[src/rtl/morse_tone_seq.sv]
// morse_tone_seq: plays one Morse character as gap/tone phases timed in tick units.
module morse_tone_seq #(
  parameter int MAX_SYM = 5,
  parameter int LEN_W   = 4,
  parameter int LW      = $clog2(MAX_SYM + 1)
) (
  input  logic               clk,
  input  logic               rst,
  input  logic               tick,
  input  logic               code_valid,
  output logic               code_ready,
  input  logic [MAX_SYM-1:0] code_bits,
  input  logic [LW-1:0]      code_len,
  input  logic [LEN_W-1:0]   dot_len,
  input  logic [LEN_W-1:0]   dash_len,
  input  logic [LEN_W-1:0]   gap_len,
  input  logic               abort,
  output logic               beep,
  output logic               busy,
  output logic               done,
  output logic [LW-1:0]      sym_idx
);
  typedef enum logic [1:0] {IDLE, GAP, TONE} state_t;
  state_t             state_q;
  logic [LEN_W-1:0]   cnt_q, dot_q, dash_q, gap_q;
  logic [LEN_W-1:0]   dot_d, dash_d, gap_d, tone_len;
  logic [MAX_SYM-1:0] bits_q;
  logic [LW-1:0]      len_q, sym_q, len_d;
  logic               beep_q, busy_q, done_q, accept, last, cur_bit;
  assign code_ready = state_q == IDLE;
  assign accept     = code_valid & code_ready & ~abort;
  assign len_d      = code_len > LW'(MAX_SYM) ? LW'(MAX_SYM) : code_len;
  // zero lengths are promoted to one tick at latch time
  assign dot_d      = dot_len  == '0 ? LEN_W'(1) : dot_len;
  assign dash_d     = dash_len == '0 ? LEN_W'(1) : dash_len;
  assign gap_d      = gap_len  == '0 ? LEN_W'(1) : gap_len;
  assign cur_bit    = |(bits_q & (MAX_SYM'(1) << sym_q));
  assign tone_len   = cur_bit ? dash_q : dot_q;
  assign last       = sym_q == len_q - LW'(1);
  assign beep       = beep_q;
  assign busy       = busy_q;
  assign done       = done_q;
  assign sym_idx    = sym_q;
  always_ff @(posedge clk) begin
    if (rst) begin
      state_q <= IDLE;
      cnt_q   <= '0;
      dot_q   <= '0;
      dash_q  <= '0;
      gap_q   <= '0;
      bits_q  <= '0;
      len_q   <= '0;
      sym_q   <= '0;
      beep_q  <= 1'b0;
      busy_q  <= 1'b0;
      done_q  <= 1'b0;
    end else if (abort) begin
      state_q <= IDLE;
      cnt_q   <= '0;
      sym_q   <= '0;
      beep_q  <= 1'b0;
      busy_q  <= 1'b0;
      done_q  <= 1'b0;
    end else begin
      done_q <= 1'b0;
      if (state_q == IDLE) begin
        if (accept) begin
          bits_q <= code_bits;
          len_q  <= len_d;
          dot_q  <= dot_d;
          dash_q <= dash_d;
          gap_q  <= gap_d;
          sym_q  <= '0;
          if (len_d == '0) begin
            done_q <= 1'b1;
          end else begin
            state_q <= GAP;
            busy_q  <= 1'b1;
            cnt_q   <= gap_d - LEN_W'(1);
          end
        end
      end else if (tick) begin
        if (cnt_q != '0) begin
          cnt_q <= cnt_q - LEN_W'(1);
        end else if (state_q == GAP) begin
          state_q <= TONE;
          beep_q  <= 1'b1;
          cnt_q   <= tone_len - LEN_W'(1);
        end else if (!last) begin
          state_q <= GAP;
          beep_q  <= 1'b0;
          sym_q   <= sym_q + LW'(1);
          cnt_q   <= gap_q - LEN_W'(1);
        end else begin
          state_q <= IDLE;
          beep_q  <= 1'b0;
          busy_q  <= 1'b0;
          done_q  <= 1'b1;
          sym_q   <= '0;
        end
      end
    end
  end
endmodule

[config.mk]
export PLATFORM = sky130hd
export DESIGN_NAME = morse_tone_seq
export DESIGN_NICKNAME = d
export VERILOG_FILES = /design/src/rtl/morse_tone_seq.sv
export SDC_FILE = /design/constraint.sdc
export NUM_CORES = 1
export LEC_CHECK = 0
export CORE_MARGIN = 4
export CORE_UTILIZATION = 37
export DETAILED_ROUTE_END_ITERATION = 10
export PLACE_DENSITY = 0.69
export SLEW_MARGIN = 5
export SYNTH_ARGS = -nofsm -noshare
export SYNTH_HDL_FRONTEND = slang
export SYNTH_SLANG_ARGS = --single-unit
[constraint.sdc]
create_clock -name clk -period 3.2 [get_ports clk]
set_clock_uncertainty 0.1 [all_clocks]
set_input_delay 0.64 -clock clk [delete_from_list [all_inputs] [get_ports clk]]
set_output_delay 0.64 -clock clk [all_outputs]
set_load 0.03 [all_outputs]
==> results of run 1 <==
==> flip-flops by register name, indices dropped and copies added (netlist names), 2 cells and up <==
name	flops
sym_idx	3
dot_q	4
gap_q	4
dash_q	4
cnt_q	4
state_q	2
bits_q	5
len_q	3
==> power by group through the flow <==
stage / Combinational [mW] / Clock (mW) / Sequential [mW]
5_1_grt: 0.160 / 0.408 / 0.432
4_1_cts: 0.144 / 0.395 / 0.430
6_report: 0.144 / 0.384 / 0.430
3_3_place_gp: 0.142 / 0 / 0.439
2_1_floorplan: 0.0883 / 0 / 0.434
3_5_place_dp: 0.144 / 0 / 0.439
==> kinds of logic (layout without fill, tap and decap cells) <==
group | count (synthesis) | in the layout | synth area share, %
AOI/OAI and AO/OA | 58 | 58 | 22.0
xor gates and xnor gates | 5 | 5 | 2.49
adders and majority gates | 7 | 7 | 4.97
buffers and inverters | 19 | 51 | 5.05
DFF | 32 | 32 | 36.4
muxes | 6 | 6 | 3.55
and+or+nand+nor | 89 | 89 | 25.5
==> worst min path at each step <==
stage,start,end,slack (ns),cells after the start
after floorplan,dot_q[3],dot_q[3],0.33,2
after global placement,len_q[1],len_q[1],0.34,2
after global routing,busy,busy,0.38,2
final,gap_q[3],gap_q[3],0.36,2
after detailed placement,busy,busy,0.35,2
after CTS,gap_q[3],gap_q[3],0.36,2
==> worst max-delay path, cell delays in order, from the launching register on <==
cell and delay [ns]:
dfxtp_1 0.49, nor2_2 0.32, clkdlybuf4s50_1 0.73
==> area by class of cell <==
type	instances	share of cell area [%]
multi-input cells	165	46.4
flip-flops and latches	32	28.8
repair buffers	36	15.7
clock buffers	5	3.10
well taps	52	2.93
clock inverters	3	1.91
inverters	7	1.18
==> layout by cell type, fill, tap and decap left out, types with 3 or more instances in the layout <==
master / instances
nor2_1: 13
clkdlybuf4s50_1: 31
a211oi_1: 3
o21ai_0: 3
a31oi_1: 5
a21oi_1: 26
ha_1: 7
nand3_1: 3
mux2i_1: 4
clkbuf_8: 5
nor3_1: 10
inv_1: 7
nand3b_1: 3
dfxtp_1: 32
buf_4: 5
nand2_1: 41
xnor2_1: 5
==> routing by layer <==
layer / vias to the layer above / global-route usage [%] / part of all wire [%]
li1: 836 / - / -
met1: 738 / 19.9 / 48
met2: 51 / 21.6 / 45
met3: 4 / 4.33 / 6.2
met4: 0 / 6.41 / 0.81
met5: - / 0 / 0
==> results.txt, run 1 <==
share of layout cells above drive strength 1: 8.87%
share of the synthesized area in the top cell type: 36.4%
Int Power: 0.717 mW
vias in the first global route: 1,515
IO Count: 32
grt total ovfl: 0
multi-input gate area in the final layout: 1030 um2
TritonCTS Buffers: 5
global-route wire length before repair: 7010 um
Worst Setup Start Kind: flip-flop
Power Density: 431 nW/um2
Avg Synthesized Cell Area: 8.15 um2
Avg WL per Cell: 14.1 um
crit path from: state_q[0]
CTS tree: done
Switch Pwr: 0.240 mW
Tot GR Track Use: 14.7%
Placed Instance Area: 2110 um2
count of final max-slew check failures: 0
unrepaired setup endpoints after global routing: no
Leak: 0.805 nW
H-tree depth: 2
Cell variety after synth: 51
GPL Wtd Cong: 0.843
antenna cells: 0
placed cell count: 292
Crit Path Max Fanout: 12
combinational power share: 15.0%
max_slew headroom: 61.8%
drt drc: 0
FFs w/ async S/R, synth: 0%
Area contributors post-synth: dfxtp_1 36%, nand2_1 8.7%, a21oi_1 7.4%, ha_1 5.0%, nor3_1 2.8%
Final Util: 49.7%
flops & latches, synth: 32
post-cts sizing count: 0
setup ws final: 0.630 ns
Initial Util: 39.3%
final net count: 279
CP arrival: 1.83 ns
Seq pwr share: 44.9%
Syn-to-layout area delta: 26.2%
Skew-Pair Late Insertion Delay: 0.28 ns
flop2flop setup slack: 0.65 ns
Die Ht: 77.0 um
post-DR vias/cell: 5.43
row count: 24
status: complete, no violations
Post-Syn Nets: 248
Synth Flop Type: dfxtp_1
YS warnings: 0
Fill cells: 431
dpl hpwl: 3150 um
Sw Share: 25.1%
design area: 2220 um2
Port Buffer Count: 31
Worst-path clk slew: 0.07 ns
worst path required time: 2.46 ns
Setup WS pre-CTS: 0.646 ns
Reg2Reg Depth: 12
initial antenna violation count: 0
final setup vio count: 0
Hold-fix buffers, CTS: 0
reg-to-reg startpoint: sym_idx[0]
Max-Cap Viols: 0
hold slack: 0.360 ns
Fin Setup TNS: 0 ns
largest net degree at the start of global routing: 23
sequential area share after synthesis: 36.4%
Yosys top cell by area: dfxtp_1
Crit. End Element: primary output
overall power: 0.957 mW
most frequent cell after synthesis: nand2_1
via count: 1,629
Die Width: 77.0 um
fmax: 0.389 GHz
CTS Sinks: 32
Hold Fails Final Rpt: 0
slew of the pin with the lowest slew margin: 0.572 ns
Post-CTS Setup Bufs: 0
initial DRC count: 86
CTS root buffer: clkbuf_8
Clk pwr share: 40.1%
most instantiated cells after synthesis: 41 x nand2_1, 32 x dfxtp_1, 26 x a21oi_1, 13 x nor2_1, 10 x nor3_1
fin cells: 300
Max VDD drop: 208 uV
critical path type: flip-flop to primary output
clk buf depth: 2
Register Area: 641 um2
worst setup path end: code_ready
r2r endpoint: cnt_q[2]
post-synthesis cell count: 216
hold crit path type: flip-flop to flip-flop
post-route ant nets: 0
die footprint: 5930 um2
drt pass-1 iters: 4
Routed WL: 4220 um
area of the core: 4470 um2
fin crit period: 2.57 ns
Post-Syn Area: 1760 um2
period utilisation layout: 80.3%
Post-synth EDFFs: 0
Power figures use the tool's default switching activity.
==> inputs of run 2 (changes only) <==
==> constraint.sdc (replaced) <==
create_clock -name clk -period 2.4 [get_ports clk]
set_clock_uncertainty 0.1 [all_clocks]
set_input_delay 0.48 -clock clk [delete_from_list [all_inputs] [get_ports clk]]
set_output_delay 0.48 -clock clk [all_outputs]
set_load 0.03 [all_outputs]
==> results.txt, run 2 (same netlist as run 1, synthesis figures left out) <==
Avg WL per Cell: 14.8 um
slew of the pin with the lowest slew margin: 0.452 ns
buffer and inverter count on the worst path: 3
fin crit period: 2.37 ns
clk buf depth: 2
total routed wire length on the met1 layer: 2190 um
r2r endpoint: cnt_q[2]
Clk pwr share: 32.9%
crit-path cells: inv_4 -> ha_4 -> a222oi_1 -> mux2_4 -> buf_6 -> nor2_4 -> a31oi_2 -> o211a_1 -> ha_2 -> inv_2 -> a21oi_2 -> nand3b_1 -> o211a_1
TritonCTS Buffers: 5
Crit. End Element: flip-flop
Die Ht: 77.0 um
overall power: 1.16 mW
CTS Sinks: 32
die footprint: 5930 um2
Worst Setup Start Kind: flip-flop
reg-to-reg startpoint: sym_idx[1]
cell family with most CP delay: compound AO/OA/AOI/OAI gates
vias in the first global route: 1,586
Port Buffer Count: 31
drt pass-1 iters: 4
CTS root buffer: clkbuf_8
antenna cells: 0
Most flops, register: bits_q
final setup vio count: 0
initial antenna violation count: 0
Most common cell on crit path: o211a_1
CP arrival: 2.49 ns
area of the core: 4470 um2
unrepaired setup endpoints after global routing: yes
global-route wire length before repair: 7260 um
Reg2Reg Depth: 13
post-route ant nets: 0
max_slew headroom: 69.8%
critical path type: flip-flop to flip-flop
Routed WL: 4550 um
IO Count: 32
grt total ovfl: 0
H-tree depth: 2
met3 routed WL: 245 um
Power Density: 498 nW/um2
Die Width: 77.0 um
fmax: 0.422 GHz
Hold Fails Final Rpt: 0
hold depth: 2
status: complete, no violations
DR top layer: met4
Max-Cap Viols: 0
period utilisation layout: 98.8%
Max VDD drop: 305 uV
hold crit path type: flip-flop to flip-flop
commonest non-fill, non-tap cell in the layout: nand2_1
via count: 1,710
Sw Share: 26.6%
Crit Path Max Fanout: 4
share of layout cells above drive strength 1: 17.3%
drt drc: 0
Switch Pwr: 0.308 mW
Skew-Pair Late Insertion Delay: 0.28 ns
Seq pwr share: 49.2%
Worst-path clk slew: 0.06 ns
Hold-fix buffers, CTS: 0
dpl hpwl: 3220 um
Largest register FFs: 5
Tot GR Track Use: 14.9%
Leak: 0.839 nW
hold path startpoint: len_q[1]
initial DRC count: 126
post-DR vias/cell: 5.57
Int Power: 0.851 mW
combinational power share: 17.9%
flop2flop setup slack: 0.03 ns
Setup WS pre-CTS: 0.00259 ns
Initial Util: 39.3%
critical path's largest stage delay: 0.38 ns
commonest non-fill, non-tap cells in the layout: 39 x nand2_1, 31 x clkdlybuf4s50_1, 30 x dfxtp_1, 25 x a21oi_1
worst path required time: 2.52 ns
Fill cells: 414
count of final max-slew check failures: 0
largest net degree at the start of global routing: 24
WL met2: 2070 um
row count: 24
setup ws final: 0.0288 ns
final net count: 287
Slowest-stage cell, CP: dfxtp_4
Hold EP: len_q[1]
Syn-to-layout area delta: 32.2%
CTS tree: done
GPL Wtd Cong: 0.908
-- run 2: power groups by stage --
stage	combinational (mW)	clock (mW)	sequential [mW]
finish	0.207	0.381	0.570
global route	0.228	0.419	0.573
CTS	0.199	0.394	0.572
detailed placement	0.198	0	0.584
global placement	0.197	0	0.582
floorplan	0.118	0	0.578
-- run 2: cell type report --
class	count	area, um2	area share [%]
clock buffers	6	72.6	3.12
inverters	7	28.8	1.24
multi-input cells	165	1100	47.1
repair buffers	44	412	17.7
flip-flops and latches	32	648	27.8
clock inverters	1	5.00	0.215
well taps	52	65.1	2.80
-- run 2: what timing repair did --
| item | CTS | global route |
|---|---|---|
| setup buffers | 0 | 1 |
| resized for setup | 0 | 21 |
| setup endpoints to repair | 0 | 2 |
-- run 2: through the flow --
stage	cell area, um2	setup TNS [ns]	utilization, %	hold WS, ns	cells
floorplan	1770	0	-	0.331	216
global placement	2170	0	48.5	0.344	299
detailed placement	2170	0	48.5	0.349	299
CTS	2250	0	50.2	0.359	306
global route	2330	-0.179	52.0	0.379	307
finish	2330	0	52.0	0.356	307
-- run 2: how the worst max path moves through the flow --
| stage | startpoint | endpoint | slack (ns) | cells after the start |
|---|---|---|---|---|
| after global placement | gap_len[2] | cnt_q[2] | 0.06 | 9 |
| after detailed placement | gap_len[2] | cnt_q[2] | 0.003 | 9 |
| final | sym_idx[1] | cnt_q[2] | 0.03 | 13 |
| after global routing | sym_idx[1] | cnt_q[2] | -0.11 | 13 |
| after floorplan | sym_idx[1] | cnt_q[2] | 0.03 | 12 |
| after CTS | sym_idx[1] | cnt_q[2] | 0.05 | 12 |
-- run 2: worst reg2reg max path: cells and delay by family (launching register included) --
kind,cells,cell delay [ns]
AOI/OAI and AO/OA,5,0.92
DFF,1,0.38
adders and majority gates,2,0.31
muxes,1,0.25
buffers and inverters,3,0.22
and+or+nand+nor,2,0.14
-- run 2: routing by layer --
layer  GRT usage (%)  up-vias
met5               0        -
met4            4.63        0
met3            3.98        6
met2            23.9       44
met1            19.5      804
li1                -      856
==> inputs of run 3 (changes only) <==
--- a/config.mk
+++ b/config.mk
@@ -5,6 +5,7 @@
 export SDC_FILE = /design/constraint.sdc
 export NUM_CORES = 1
 export LEC_CHECK = 0
+export CORE_ASPECT_RATIO = 0.5
 export CORE_MARGIN = 4
 export CORE_UTILIZATION = 37
 export DETAILED_ROUTE_END_ITERATION = 10
==> results.txt, run 3 (same netlist as run 1, synthesis figures left out) <==
IO Count: 32
via count: 1,698
fin crit period: 2.34 ns
final setup vio count: 0
Int Power: 0.856 mW
Tot GR Track Use: 15.7%
post-route ant nets: 0
Switch Pwr: 0.321 mW
Die Width: 106 um
Largest register FFs: 5
overall power: 1.18 mW
Crit Path Max Fanout: 4
vias in the first global route: 1,526
Clk pwr share: 33.5%
Most flops, register: bits_q
CTS tree: done
post-DR vias/cell: 5.27
row count: 17
Max-Cap Viols: 0
Seq pwr share: 48.6%
commonest non-fill, non-tap cell in the layout: nand2_1
antenna cells: 0
CP arrival: 2.47 ns
grt total ovfl: 0
critical path's largest stage delay: 0.35 ns
Avg WL per Cell: 14.0 um
Syn-to-layout area delta: 31.4%
Port Buffer Count: 31
placed cell count: 313
final net count: 288
drt pass-1 iters: 4
TritonCTS Buffers: 5
count of final max-slew check failures: 0
initial DRC count: 126
unrepaired setup endpoints after global routing: yes
hold crit path type: flip-flop to flip-flop
dpl hpwl: 3400 um
clk buf depth: 2
worst path required time: 2.53 ns
fin cells: 322
Power Density: 509 nW/um2
Routed WL: 4510 um
Hold Fails Final Rpt: 0
drt drc: 0
combinational power share: 17.8%
fmax: 0.428 GHz
Slowest-stage cell, CP: dfxtp_2
Worst-path clk slew: 0.07 ns
status: complete, no violations
Sw Share: 27.3%
Worst Setup Start Kind: flip-flop
area of the core: 4490 um2
GPL Wtd Cong: 0.887
CTS root buffer: clkbuf_8
die footprint: 5990 um2
Initial Util: 39.2%
slew of the pin with the lowest slew margin: 0.502 ns
share of layout cells above drive strength 1: 16.0%
commonest non-fill, non-tap cells in the layout: 39 x nand2_1, 31 x clkdlybuf4s50_1, 30 x dfxtp_1, 25 x a21oi_1
largest net degree at the start of global routing: 22
crit-path cells: inv_2 -> ha_1 -> a222oi_1 -> mux2_4 -> buf_12 -> nor2_1 -> a31oi_1 -> o211a_1 -> ha_2 -> inv_2 -> a21oi_2 -> nand3b_1 -> o211a_1
Die Ht: 56.8 um
Hold-fix buffers, CTS: 0
CTS Sinks: 32
period utilisation layout: 97.4%
Crit. End Element: flip-flop
H-tree depth: 2
global-route wire length before repair: 7450 um
critical path type: flip-flop to flip-flop
max_slew headroom: 66.5%
Leak: 0.846 nW
initial antenna violation count: 0
Max VDD drop: 241 uV
Skew-Pair Late Insertion Delay: 0.29 ns
==> run 3: per-stage QoR <==
| stage | setup slack, ns | setup TNS (ns) | util, % | hold slack (ns) | cell area [um2] |
|---|---|---|---|---|---|
| 3_3_place_gp | 0.0993 | 0 | 48.7 | 0.345 | 2190 |
| 6_report | 0.0627 | 0 | 51.5 | 0.356 | 2310 |
| 4_1_cts | 0.00828 | 0 | 50.5 | 0.359 | 2260 |
| 2_1_floorplan | 0.0264 | 0 | - | 0.331 | 1770 |
| 5_1_grt | -0.0292 | -0.0378 | 51.5 | 0.371 | 2310 |
| 3_5_place_dp | 0.0232 | 0 | 48.7 | 0.349 | 2190 |
==> run 3: routing by layer <==
layer / track usage [%] / part of all wire [%]
met1: 22.6 / 52
met2: 21.8 / 40
met3: 4.36 / 6.6
met4: 6.09 / 1.5
met5: 0 / 0
==> run 3: path summary, 6_finish.rpt <==
path | slack (ns) | to | cells after the start | from
max reg2reg | 0.06 | cnt_q[2] | 13 | sym_idx[0]
min | 0.36 | busy | 2 | busy
min reg2reg | 0.36 | busy | 2 | busy
max | 0.06 | cnt_q[2] | 13 | sym_idx[0]
==> run 3: layout make-up <==
class	instances	area, um2
tap	66	82.6
clock buffer	6	72.6
clock inverter	1	5.00
fill	417	2170
inverter	7	26.3
sequential	32	643
multi-input combinational	165	1060
timing repair buffer	45	428
==> run 3: power groups by stage <==
| stage | sequential, mW | clock (mW) | combinational (mW) |
|---|---|---|---|
| after global placement | 0.583 | 0 | 0.195 |
| after global routing | 0.575 | 0.425 | 0.231 |
| final | 0.572 | 0.395 | 0.210 |
| after CTS | 0.572 | 0.397 | 0.199 |
| after floorplan | 0.578 | 0 | 0.118 |
| after detailed placement | 0.584 | 0 | 0.198 |
==> run 3: what timing repair did <==
action | CTS | global route
setup endpoints to repair | 0 | 3
setup buffers | 0 | 2
gates resized for setup | 0 | 10
==> run 3: worst max-delay path, delay by kind of cell (launching register included) <==
family,cells,cell delay [ns]
AND/OR/NAND/NOR,2,0.14
multiplexers,1,0.26
AO/OA/AOI/OAI,5,0.88
flip-flops,1,0.35
buffers and inverters,3,0.20
adder cells (fa/ha/maj),2,0.34
